<file path="config.mk">
export PLATFORM = sky130hd
export DESIGN_NAME = uart_tx_core
export DESIGN_NICKNAME = d
export VERILOG_FILES = /design/src/rtl/uart_tx_core.sv
export SDC_FILE = /design/constraint.sdc
export NUM_CORES = 1
export LEC_CHECK = 0
export ABC_AREA = 1
export CAP_MARGIN = 20
export CORE_ASPECT_RATIO = 1.1
export CORE_MARGIN = 2
export CORE_UTILIZATION = 50
export CTS_BUF_LIST = sky130_fd_sc_hd__clkbuf_2
export DETAILED_ROUTE_END_ITERATION = 8
export GPL_TIMING_DRIVEN = 0
export PLACE_DENSITY = 0.72
export SLEW_MARGIN = 25
export SYNTH_ARGS = -nofsm -noshare
export SYNTH_HDL_FRONTEND = slang
export SYNTH_SLANG_ARGS = --single-unit
</file>
<file path="constraint.sdc">
create_clock -name CLK -period 1.79 [get_ports CLK]
set_input_delay 0.2685 -clock CLK [delete_from_list [all_inputs] [get_ports CLK]]
set_output_delay 0.2685 -clock CLK [all_outputs]
set_load 0.05 [all_outputs]
</file>
<file path="src/rtl/uart_tx_core.sv">
// UART transmitter: serialises a parallel word LSB-first as start, data, optional parity and stop bits,
// holding every bit for a latched number of oversampled clock cycles.
module uart_tx_core #(
   parameter int unsigned DATA_WIDTH    = 8,
   parameter int unsigned PRESCALE_BITS = 5
) (
   input  logic                     CLK,
   input  logic                     RST,
   input  logic [DATA_WIDTH-1:0]    P_DATA,
   input  logic                     DATA_VALID,
   input  logic                     PAR_EN,
   input  logic                     PAR_TYP,
   input  logic [PRESCALE_BITS-1:0] Prescale,
   output logic                     TX_OUT,
   output logic                     Busy
);

   localparam int unsigned IDX_W = (DATA_WIDTH > 1) ? $clog2(DATA_WIDTH) : 1;

   typedef enum logic [2:0] {
      S_IDLE,
      S_START,
      S_DATA,
      S_PARITY,
      S_STOP
   } state_t;

   state_t                   r_state;
   logic [DATA_WIDTH-1:0]    r_shift;
   logic                     r_par_en;
   logic                     r_par_bit;
   logic [PRESCALE_BITS-1:0] r_pl;
   logic [PRESCALE_BITS-1:0] r_cnt;
   logic [IDX_W-1:0]         r_idx;
   logic                     r_tx;
   logic                     r_busy;

   logic                     w_bit_done;
   logic                     w_last_data;
   logic [DATA_WIDTH-1:0]    w_shift_nxt;

   assign w_bit_done  = (r_cnt == (r_pl - PRESCALE_BITS'(1)));
   assign w_last_data = (r_idx == IDX_W'(DATA_WIDTH - 1));
   assign w_shift_nxt = r_shift >> 1;

   assign TX_OUT = r_tx;
   assign Busy   = r_busy;

   // Frame sequencer; the line value for each bit is loaded on the edge that enters that bit
   always_ff @(posedge CLK or negedge RST) begin
      if (!RST) begin
         r_state   <= S_IDLE;
         r_shift   <= '0;
         r_par_en  <= 1'b0;
         r_par_bit <= 1'b0;
         r_pl      <= '0;
         r_cnt     <= '0;
         r_idx     <= '0;
         r_tx      <= 1'b1;
         r_busy    <= 1'b0;
      end else begin
         if (r_state != S_IDLE) begin
            r_cnt <= w_bit_done ? '0 : r_cnt + PRESCALE_BITS'(1);
         end
         case (r_state)
            S_IDLE: begin
               r_tx <= 1'b1;
               if (DATA_VALID) begin
                  r_shift   <= P_DATA;
                  r_par_en  <= PAR_EN;
                  r_par_bit <= PAR_TYP ? ~^P_DATA : ^P_DATA;
                  r_pl      <= (Prescale == '0) ? PRESCALE_BITS'(1) : Prescale;
                  r_cnt     <= '0;
                  r_idx     <= '0;
                  r_tx      <= 1'b0;
                  r_busy    <= 1'b1;
                  r_state   <= S_START;
               end
            end
            S_START: begin
               if (w_bit_done) begin
                  r_idx   <= '0;
                  r_tx    <= r_shift[0];
                  r_state <= S_DATA;
               end
            end
            S_DATA: begin
               if (w_bit_done) begin
                  if (w_last_data) begin
                     if (r_par_en) begin
                        r_tx    <= r_par_bit;
                        r_state <= S_PARITY;
                     end else begin
                        r_tx    <= 1'b1;
                        r_state <= S_STOP;
                     end
                  end else begin
                     r_idx   <= r_idx + IDX_W'(1);
                     r_shift <= w_shift_nxt;
                     r_tx    <= w_shift_nxt[0];
                  end
               end
            end
            S_PARITY: begin
               if (w_bit_done) begin
                  r_tx    <= 1'b1;
                  r_state <= S_STOP;
               end
            end
            S_STOP: begin
               if (w_bit_done) begin
                  r_tx    <= 1'b1;
                  r_busy  <= 1'b0;
                  r_state <= S_IDLE;
               end
            end
            default: begin
               r_tx    <= 1'b1;
               r_busy  <= 1'b0;
               r_state <= S_IDLE;
            end
         endcase
      end
   end

endmodule

</file>
## Word-level counts from Yosys, hierarchy flattened

Cells that the tools add are included.

| storage, ports and cells | value |
|---|---|
| register bits after elaboration | 28 |

| cells by class | value |
|---|---|
| bitwise logic cells | 1 |
| equal/unequal tests | 14 |
| mux-type cells | 32 |
| add/sub/neg operators | 3 |
| reductions and logical operators | 15 |

Operators by type and width:

| kind | count |
|---|---|
| 2-to-1 mux 3 bit | 10 |
| 2-to-1 mux 5 bit | 5 |
| 2-to-1 mux 8 bit | 3 |
| one-hot mux 8 bit (2 select lines) | 1 |
| one-hot mux 3 bit (5 select lines) | 1 |
| != test 2 bit (second input constant) | 7 |
| 2-to-1 mux 1 bit | 9 |
| one-hot mux 3 bit (3 select lines) | 1 |
| XNOR reduction 8 bit | 1 |
| XOR reduction 8 bit | 1 |
| equality test 3 x 2 -> 1 bit (second input constant) | 2 |
| equality test 3 bit (second input constant) | 2 |
| AND reduction 3 bit | 2 |
| AND reduction 6 bit | 1 |
| nonzero test 3 bit | 2 |
| adder 5 x 1 -> 5 bit (second input constant) | 1 |
| equality test 5 bit | 1 |
| zero test 5 bit | 1 |
| AND reduction 5 bit | 1 |
| subtractor 5 x 1 -> 5 bit (second input constant) | 1 |
| one-hot mux 1 bit (4 select lines) | 1 |
| AND reduction 4 bit | 1 |
| adder 3 x 1 -> 3 bit (second input constant) | 1 |
| equality test 3 x 1 -> 1 bit (second input constant) | 1 |
| other kinds (8) | 8 |

## Longest topological paths before layout

Gate-level depths: netlist of run 1.

| depth | value |
|---|---|
| depth after elaboration | 6 |
| depth in mapped cells | 12 |
| mapped depth without buffers | 12 |

## Worst setup path before layout of run 1

No wires, ideal clock.

| timing | value |
|---|---|
| path type | reg-to-reg |
| from | reg r_pl[0] |
| to | reg r_shift[0] |
| data required time | 1673 ps |
| path slack | 135 ps |
| path buffers | 0 |
| stages on the path, launching flop included | 13 |
| arrival | 1538 ps |
| clock period less this slack | 1655 ps |
| path through | dfrtp_1 inv_1 ha_1 inv_1 nand2_1 nand2_1 nand2_1 nor2_1 nand3_2 nand2_2 nand3_4 nand2_1 nand2_1 |

| between the ends | value |
|---|---|
| word-level cells in the longest chain between the ends | 4 |

RTL lines:

| what | RTL line | source |
|---|---|---|
| start, declared | 32 | `logic [PRESCALE_BITS-1:0] r_pl;` |
| start signal, assigned | 72 | `r_pl <= (Prescale == '0) ? PRESCALE_BITS'(1) : Prescale;` |
| subtractor 5 x 1 -> 5 bit | 42 | `assign w_bit_done = (r_cnt == (r_pl - PRESCALE_BITS'(1)));` |
| equality test 5 bit | 42 |  |
| != test 2 bit (no line) | n/a |  |
| AND reduction 4 bit (no line) | n/a |  |
| end signal, assigned | 99 | `r_shift <= w_shift_nxt;` |
| end, declared | 29 | `logic [DATA_WIDTH-1:0] r_shift;` |

Every way passes these cells.
A chain may end at the register's enable or synchronous reset.

## Final worst setup path of run 1

Ends and elaborated chain as after synthesis.

==> results of run 1 <==
[metal layers]
| layer | global-route usage, % | up-vias | part of all wire [%] |
|---|---|---|---|
| met2 | 38.7 | 24 | 51 |
| met1 | 28.2 | 747 | 46 |
| li1 | - | 850 | - |
| met5 | 0 | - | 0 |
| met3 | 2.54 | 4 | 2.7 |
| met4 | 4.89 | 0 | 0.97 |
[repair_timing]
item,CTS,global route
setup buffers,3,3
hold buffers,1,0
hold endpoints to repair,27,0
pin swaps,3,10
resized for setup,11,18
endpoints found under the setup margin,16,19
[cells in the mapped netlist (2+ instances only)]
library cell / n / area share (%)
a21oi_1: 2 / 0.56
buf_2: 4 / 1.1
dfrtp_1: 27 / 38
ha_1: 4 / 2.8
inv_1: 27 / 5.7
inv_2: 5 / 1.1
nand2_1: 95 / 20
nand2_2: 2 / 0.71
nand3_1: 11 / 3.1
nand3_2: 2 / 1.1
nand4_1: 15 / 5.3
nor2_1: 8 / 1.7
nor2_2: 2 / 0.71
nor2_4: 3 / 1.9
nor3_1: 3 / 0.85
o21ai_0: 13 / 3.7
xnor2_1: 4 / 2.0
xor2_1: 2 / 0.99
[worst min path at each step]
stage	to	slack, ps	cells after the start
floorplan	Busy	-30	0
finish	r_pl[1]	420	2
global route	r_pl[2]	440	3
CTS	r_pl[1]	430	2
global placement	r_shift[4]	450	2
detailed placement	r_pl[1]	340	1
[report_power, final]
part | switching [mW] | internal [mW]
Sequential | 0.221 | 0.909
Combinational | 1.32 | 0.799
Clock | 0.196 | 0.192
Total | 1.73 | 1.90
[through the flow]
stage / area (um^2) / std cells / hold slack, ps / TNS [ps]
floorplan: 1770 / 244 / -27.1 / 0
global placement: 2020 / 311 / 454 / -2090
detailed placement: 2020 / 311 / 335 / -1440
CTS: 2150 / 319 / 425 / 0
global route: 2220 / 322 / 441 / -518
finish: 2220 / 322 / 419 / 0
[logic make-up after synthesis]
logic type | count (synthesis) | share of synthesized area [%]
simple gates | 147 | 38.8
buf+inv | 36 | 7.91
flops | 28 | 39.6
compound gates | 23 | 7.84
xor+xnor | 6 | 2.97
fa+ha+maj | 4 | 2.82
[flip-flops by register name, indices dropped and copies added, names as in the netlist]
register   flops
Busy           1
r_par_en       1
r_state        3
r_par_bit      1
TX_OUT         1
r_idx          3
r_shift        8
r_cnt          5
r_pl           5
[area by class of cell]
type	count	area (um^2)
inverter	32	120
sequential	28	702
clock inverter	1	30.0
fill	302	1140
multi-input combinational	180	1010
timing repair buffer	26	255
clock buffer	3	15.0
buffer	4	20.0
tap	48	60.1
==> reports/qor.csv, run 1 <==
stage,metric,value,unit
clock_tree,cts-root-buf,clkbuf_2,
status,status,"finished, final reports clean",
final_layout,drive_above_1_share,20.4,%
timing,slew_violations,0,
setup_path,cp_data_required_time,2080,ps
route,first_pass_iters,4,
clock_tree,cts_sinks,28,
die,die_w,60.8,um
die,io-pin-count,20,
grt,grt_first_pass_wirelength,6820,um
timing,rsz0062_at_grt,true,
route,drt_wl_total,3800,um
clock_tree,cts_tree,yes,
grt,grt_max_degree,29,
setup_path,rrSetupSlack,30,ps
synthesis,synth_flop_cell,dfrtp_1,
timing,tightest_slew,654,ps
placement,hpwl,2740,um
grt,antenna_found_initial,0,
grt,overflow,0,
setup_path,cp-endpoint,r_shift[0],
synthesis,synth_edf_count,0,
placement,dp_slack,-149,ps
route,drtIter0Drc,64,
clock_tree,clkTransAtPathRegs,290,ps
timing,finalHoldViolCount,0,
die,core_region_area,0.00336,mm^2
grt,grt_pass1_vias,1641,
timing,period_minus_slack,1760,ps
setup_path,crit_buf_inv,2,
setup_path,worstPathMaxFanout,8,
setup_path,cp_slowest_stage_delay,470,ps
placement,gp_congestion,0.804,
route,vias,1625,
synthesis,syn_inst,244,
route,route.detailed.drc,0,
setup_path,reg2reg_from,r_pl[0],
flow_run,cap_violations,0,
synthesis,synth-seq-cells,28,
power,powerDensity,1640,mW/mm^2
route,via_per_inst,5.05,
power,leakage,1.11,nW
setup_path,crit_slowest_cell,dfrtp_1,
grt,grt_usage,21.9,%
die,dieArea,0.00404,mm^2
setup_path,r2r_end,r_shift[0],
setup_path,critical_path_arrival,2050,ps
timing,post-route-worst-setup-slack,34.9,ps
timing,fmax,570,MHz
final_layout,n_antenna_cell,0,
timing,slew_headroom,56.4,%
clock_tree,clk_latency,360,ps
setup_path,critPathLaunch,r_pl[0],
timing,skew,13.5,ps
synthesis,async_reset_ff_share,100,%
setup_path,cpLargestDelayFamily,simple AND/OR/NAND/NOR gates,
timing,finalSetupViolations,0,
setup_path,reg2reg_depth,12,
setup_path,critical_path_class,reg2reg,
synthesis,netlist-cell-type-count,33,
power,finalPower,3.63,mW
synthesis,syn_nets,266,
final_layout,fin_util,66.0,%
final_layout,final_cell_mix,"81 x nand2_1, 27 x dfrtp_1, 24 x inv_1",
setup_path,path_common_cell,nand2_2,
synthesis,synth_area_per_cell,7.26,um^2
synthesis,syn_area,0.00177,mm^2
die,initial_core_util,52.8,%
setup_path,worstSetupEndpointType,flip-flop,
clock_tree,cts_buffers,3,
die,die_h,66.4,um
route,avgRoutedWirePerCell,11.8,um
worst_hold_path,min_path_type,in2async,
final_layout,areaGrowthSynthToFinish,25.1,%
setup_path,crit_chain,inv_2 -> ha_4 -> inv_2 -> nand2_2 -> nand2_2 -> nand2_2 -> nor2_4 -> nand3_4 -> nand2_4 -> nand3_4 -> nand2_2 -> nand2_1,
synthesis,ys_seq_area_share,39.6,%
die,row_count,22,
setup_path,cp.depth,12,
clock_tree,clock_path_buffers,2,
power,ir_drop,0.699,mV
clock_tree,htreeDepth,1,
setup_path,start_kind,flip-flop,
timing,post-route-period-util,98.0,%
synthesis,ys_warn_count,0,
final_layout,nNetsFinal,297,
route,drtAntennaViolNets,0,
final_layout,final_common_cell,nand2_1,
placement,portBuffers,19,
No activity file was read; power rests on OpenSTA's default activity.
==> inputs of run 2 (changes only) <==
--- a/config.mk
+++ b/config.mk
@@ -9,11 +9,12 @@
 export CAP_MARGIN = 20
 export CORE_ASPECT_RATIO = 1.1
 export CORE_MARGIN = 2
-export CORE_UTILIZATION = 50
+export CORE_UTILIZATION = 55
 export CTS_BUF_LIST = sky130_fd_sc_hd__clkbuf_2
 export DETAILED_ROUTE_END_ITERATION = 8
+export DONT_BUFFER_PORTS = 1
 export GPL_TIMING_DRIVEN = 0
-export PLACE_DENSITY = 0.72
+export PLACE_DENSITY = 0.7
 export SLEW_MARGIN = 25
 export SYNTH_ARGS = -nofsm -noshare
 export SYNTH_HDL_FRONTEND = slang
==> run 2 against run 1 <==
Sequential power is 7% higher; critical path type unchanged; largest cell class unchanged; critical path depth stayed put; utilization is 0.19 points higher; combinational power is 9% lower; global-route usage is 1.2 points higher; die area is 8.5% lower; non-clock buffer count is 14 lower; total power is 6.9% lower; final cell count is 8.7% lower; clock power is 37% lower.
==> reports/qor.csv, run 2 (same netlist as run 1, synthesis figures left out) <==
stage,metric,value,unit
die,die_w,58.1,um
die,dieArea,0.00369,mm^2
placement,portBuffers,0,
route,route.detailed.drc,0,
setup_path,path_common_cell,nand2_2,
die,core_region_area,0.00305,mm^2
die,row_count,21,
final_layout,stdcell_count,294,
clock_tree,cts_sinks,28,
timing,slew_headroom,68.5,%
setup_path,cp_data_required_time,2110,ps
status,status,"finished, final reports clean",
timing,slew_violations,0,
power,powerDensity,1680,mW/mm^2
route,first_pass_iters,4,
timing,post-route-period-util,97.1,%
clock_tree,clock_path_buffers,2,
clock_tree,clk_latency,380,ps
grt,antenna_found_initial,0,
grt,grt_pass1_vias,1546,
worst_hold_path,min_path_type,in2reg,
final_layout,final_area,0.00202,mm^2
route,via_per_inst,5.28,
timing,post-route-worst-setup-slack,51.7,ps
final_layout,regMostFlops,r_shift,
route,vias,1552,
setup_path,critical_path_class,reg2reg,
final_layout,largest_reg_flops,8,
placement,gp_congestion,0.847,
grt,grt_usage,23.1,%
setup_path,rrSetupSlack,50,ps
placement,hpwl,2690,um
clock_tree,cts_tree,yes,
timing,skew,4.72,ps
route,avgRoutedWirePerCell,13.0,um
timing,tightest_slew,472,ps
final_layout,reg_top3,"r_shift x8, r_cnt x5, r_pl x5",
route,drtIter0Drc,24,
final_layout,drive_above_1_share,18.8,%
timing,finalHoldViolCount,0,
final_layout,areaGrowthSynthToFinish,13.9,%
timing,period_minus_slack,1740,ps
timing,holdWs,8.88,ps
route,drt_wl_total,3820,um
flow_run,cap_violations,0,
clock_tree,htreeDepth,1,
final_layout,final_common_cell,nand2_1,
setup_path,worstPathMaxFanout,8,
final_layout,nNetsFinal,283,
clock_tree,cts_buffers,3,
die,die_h,63.5,um
grt,overflow,0,
route,drtAntennaViolNets,0,
timing,fmax,575,MHz
setup_path,crit_chain,inv_2 -> ha_4 -> inv_2 -> nand2_1 -> nand2_1 -> nand2_2 -> nor2_4 -> nand3_4 -> nand2_4 -> nand3_4 -> nand2_2 -> nand2_2,
setup_path,worstSetupEndpointType,flip-flop,
placement,dp_cells,278,
final_layout,n_antenna_cell,0,
timing,rsz0062_at_grt,true,
die,io-pin-count,20,
placement,placed_area,0.00181,mm^2
clock_tree,cts-root-buf,clkbuf_2,
final_layout,final_cell_mix,"87 x nand2_1, 27 x dfrtp_1, 24 x inv_1",
timing,finalSetupViolations,0,
power,ir_drop,1.05,mV
setup_path,crit_slowest_cell,dfrtp_1,
final_layout,fin_util,66.2,%
grt,grt_max_degree,29,
setup_path,start_kind,flip-flop,
placement,dp_slack,-195,ps
setup_path,critical_path_arrival,2060,ps
grt,grt_first_pass_wirelength,6690,um
final_layout,fillers,284,
setup_path,cp_slowest_stage_delay,460,ps
clock_tree,clkTransAtPathRegs,270,ps
power,leakage,1.04,nW
die,initial_core_util,58.1,%
-- run 2: per-layer routing --
layer  share of wire (%)  up-vias  track usage [%]
met1                  45      712             28.4
met2                  52       16             41.2
met3                 2.0        5             2.46
li1                    -      819                -
met5                   0        -                0
met4                 1.3        0             7.85
-- run 2: timing repair --
item	in CTS	in global routing
hold buffers	5	0
endpoints found under the setup margin	18	15
pin swaps	3	10
buffers inserted	3	4
hold endpoints to repair	31	0
gates resized for setup	8	9
-- run 2: path summary, 6_finish.rpt --
| path | startpoint | to | cells past startpoint |
|---|---|---|---|
| setup / recovery | r_pl[0] | r_shift[3] | 12 |
| hold reg to reg | r_shift[5] | r_shift[5] | 2 |
| max in group asynchronous | RST | TX_OUT | 2 |
| min in group asynchronous | RST | r_shift[0] | 2 |
| setup reg to reg | r_pl[0] | r_shift[3] | 12 |
| hold / removal | Prescale[4] | r_pl[4] | 2 |
-- run 2: power breakdown --
part | leakage, nW | internal (mW) | switching (mW)
Clock | 0.0140 | 0.0485 | 0.196
Combinational | 0.672 | 0.747 | 1.19
Sequential | 0.354 | 0.910 | 0.296
-- run 2: critical path, delay by kind of cell (launching register included) --
kind / cells / cell delay (ps)
adders and majority gates: 1 / 210
buffers and inverters: 2 / 140
DFF: 1 / 460
and+or+nand+nor: 9 / 860
-- run 2: area by class of cell --
cell class	instances	area, um^2	area share [%]
Clock buffer	3	15.0	0.744
Timing Repair Buffer	12	125	6.20
Tap cell	34	42.5	2.11
Multi-Input combinational cell	180	990	49.0
Buffer	4	20.0	0.992
Clock inverter	1	3.75	0.186
Sequential cell	28	702	34.8
Inverter	32	120	5.95
-- run 2: metrics by stage --
step	setup TNS [ps]	power, mW
4_1_cts	0	3.26
3_3_place_gp	-1680	2.77
6_report	0	3.38
5_1_grt	-324	3.73
3_5_place_dp	-1780	2.80
2_1_floorplan	0	2.46
==> inputs of run 3 (changes only) <==
--- a/config.mk
+++ b/config.mk
@@ -14,6 +14,7 @@
 export DETAILED_ROUTE_END_ITERATION = 8
 export DONT_BUFFER_PORTS = 1
 export GPL_TIMING_DRIVEN = 0
+export HOLD_SLACK_MARGIN = 0.08
 export PLACE_DENSITY = 0.7
 export SLEW_MARGIN = 25
 export SYNTH_ARGS = -nofsm -noshare
==> run 3 against run 2 <==
Maximum frequency barely moved; clock power is essentially flat; worst setup slack better by 1.3 ps; global-route usage increased by 0.13 points; critical path depth unchanged; routed wire length up 0.89%; non-clock buffer count increased by 3; worst hold slack gained 74 ps; clock skew grew 11 ps; register-to-register slack is essentially flat; critical path type unchanged; critical endpoint unchanged; largest cell class unchanged; largest power group unchanged.
==> reports/qor.csv, run 3 (same netlist as run 1, synthesis figures left out) <==
stage,metric,value,unit
placement,portBuffers,0,
setup_path,path_common_cell,nand2_2,
final_layout,areaGrowthSynthToFinish,15.7,%
clock_tree,cts_buffers,3,
final_layout,largest_reg_flops,8,
route,vias,1596,
grt,grt_use_met3,2.05,%
status,status,"finished, final reports clean",
clock_tree,clk_latency,380,ps
setup_path,cp_slowest_stage_delay,460,ps
timing,tightest_slew,473,ps
flow_run,cap_violations,0,
worst_hold_path,min_path_type,in2reg,
timing,slew_violations,0,
route,first_pass_iters,4,
placement,dp_cells,278,
die,die_w,58.1,um
die,die_h,63.5,um
die,core_region_area,0.00305,mm^2
timing,finalSetupViolations,0,
die,dieArea,0.00369,mm^2
setup_path,cp_data_required_time,2120,ps
power,powerDensity,1650,mW/mm^2
route,drtAntennaViolNets,0,
final_layout,nNetsFinal,286,
die,initial_core_util,58.1,%
clock_tree,cts_sinks,28,
setup_path,worstSetupEndpointType,flip-flop,
setup_path,critical_path_arrival,2060,ps
setup_path,start_kind,flip-flop,
route,route.detailed.drc,0,
final_layout,n_antenna_cell,0,
setup_path,reg2reg_depth,12,
final_layout,final_area,0.00205,mm^2
timing,rsz0062_at_grt,true,
die,row_count,21,
placement,hpwl,2690,um
power,ir_drop,1.05,mV
timing,tns,0,ps
setup_path,crit_buf_inv,2,
placement,placed_area,0.00181,mm^2
setup_path,cpLargestDelayFamily,simple AND/OR/NAND/NOR gates,
grt,grt_usage,23.2,%
final_layout,stdcell_count,297,
timing,slew_headroom,68.5,%
setup_path,critical_path_class,reg2reg,
placement,gp_congestion,0.847,
power,leakage,1.05,nW
setup_path,worstPathMaxFanout,8,
final_layout,final_common_cell,nand2_1,
final_layout,regMostFlops,r_shift,
route,drt_wl_total,3850,um
timing,period_minus_slack,1740,ps
grt,use_met1,28.1,%
final_layout,final_cell_mix,"87 x nand2_1, 27 x dfrtp_1, 24 x inv_1",
timing,post-route-period-util,97.0,%
timing,skew,15.5,ps
grt,grt_busiest_layer,met2,
clock_tree,cts_tree,yes,
route,via_per_inst,5.37,
worst_hold_path,min_path_cells,4,
clock_tree,cts-root-buf,clkbuf_2,
die,io-pin-count,20,
setup_path,cp.depth,12,
grt,overflow,0,
power,finalPower,3.38,mW
timing,finalHoldViolCount,0,
clock_tree,clock_path_buffers,2,
setup_path,crit_chain,inv_2 -> ha_4 -> inv_2 -> nand2_1 -> nand2_1 -> nand2_2 -> nor2_4 -> nand3_4 -> nand2_4 -> nand3_4 -> nand2_2 -> nand2_2,
final_layout,drive_above_1_share,18.3,%
setup_path,crit_slowest_cell,dfrtp_1,
final_layout,reg_top3,"r_shift x8, r_cnt x5, r_pl x5",
grt,grt_max_degree,29,
route,avgRoutedWirePerCell,13.0,um
grt,grt_pass1_vias,1581,
grt,grt_use_met2,41.5,%
clock_tree,htreeDepth,1,
grt,antenna_found_initial,0,
clock_tree,clkTransAtPathRegs,270,ps
route,drtIter0Drc,37,
grt,grt_first_pass_wirelength,6710,um
timing,fmax,576,MHz
==> run 3: cell types whose count changed in the layout (fill, tap and decap cells not counted), sizes merged <==
cell         before  now
dlygate4sd3       4    8
buf              12   11
==> run 3: cell type report <==
type | count | area [um^2]
Multi-Input combinational cell | 180 | 990
Clock inverter | 1 | 3.75
Clock buffer | 3 | 15.0
Inverter | 32 | 120
Sequential cell | 28 | 702
Tap cell | 34 | 42.5
Timing Repair Buffer | 15 | 158
Buffer | 4 | 20.0
Fill cell | 272 | 997
==> run 3: what timing repair did <==
item	in CTS	in global routing
pin swaps	3	10
resized for setup	8	9
setup buffers	3	3
hold endpoints to repair	35	0
hold buffers	9	0
setup endpoints to repair	18	15
==> run 3: tightest hold or removal path, delay by kind of cell <==
family / cells / cell delay, ps
and+or+nand+nor: 4 / 200
==> run 3: final timing paths <==
path                             from         end  slack (ps)
max                           r_pl[0]  r_shift[3]          50
max in group asynchronous         RST      TX_OUT        1250
min                         P_DATA[6]  r_shift[6]          80
min reg2reg                r_shift[5]  r_shift[5]         520
min in group asynchronous         RST  r_shift[0]         280
max reg2reg                   r_pl[0]  r_shift[3]          50
==> run 3: power by group <==
part / switching, mW / internal [mW]
clock: 0.195 / 0.0485
sequential: 0.297 / 0.910
combinational: 1.19 / 0.740
==> run 3: routing by layer <==
layer / up-vias / part of all wire (%)
li1: 823 / -
met2: 25 / 50
met3: 7 / 2.8
met5: - / 0
met4: 0 / 2.0
met1: 741 / 45
==> run 3: per-stage QoR <==
| step | utilization, % | hold WS [ps] | worst slack [ps] |
|---|---|---|---|
| CTS | 66.0 | 85.2 | 39.6 |
| finish | 67.3 | 82.7 | 53.0 |
| detailed placement | 59.5 | -26.5 | -195 |
| global placement | 59.5 | -26.5 | -169 |
| global route | 67.3 | 99.6 | -43.7 |
| floorplan | - | -27.1 | 135 |
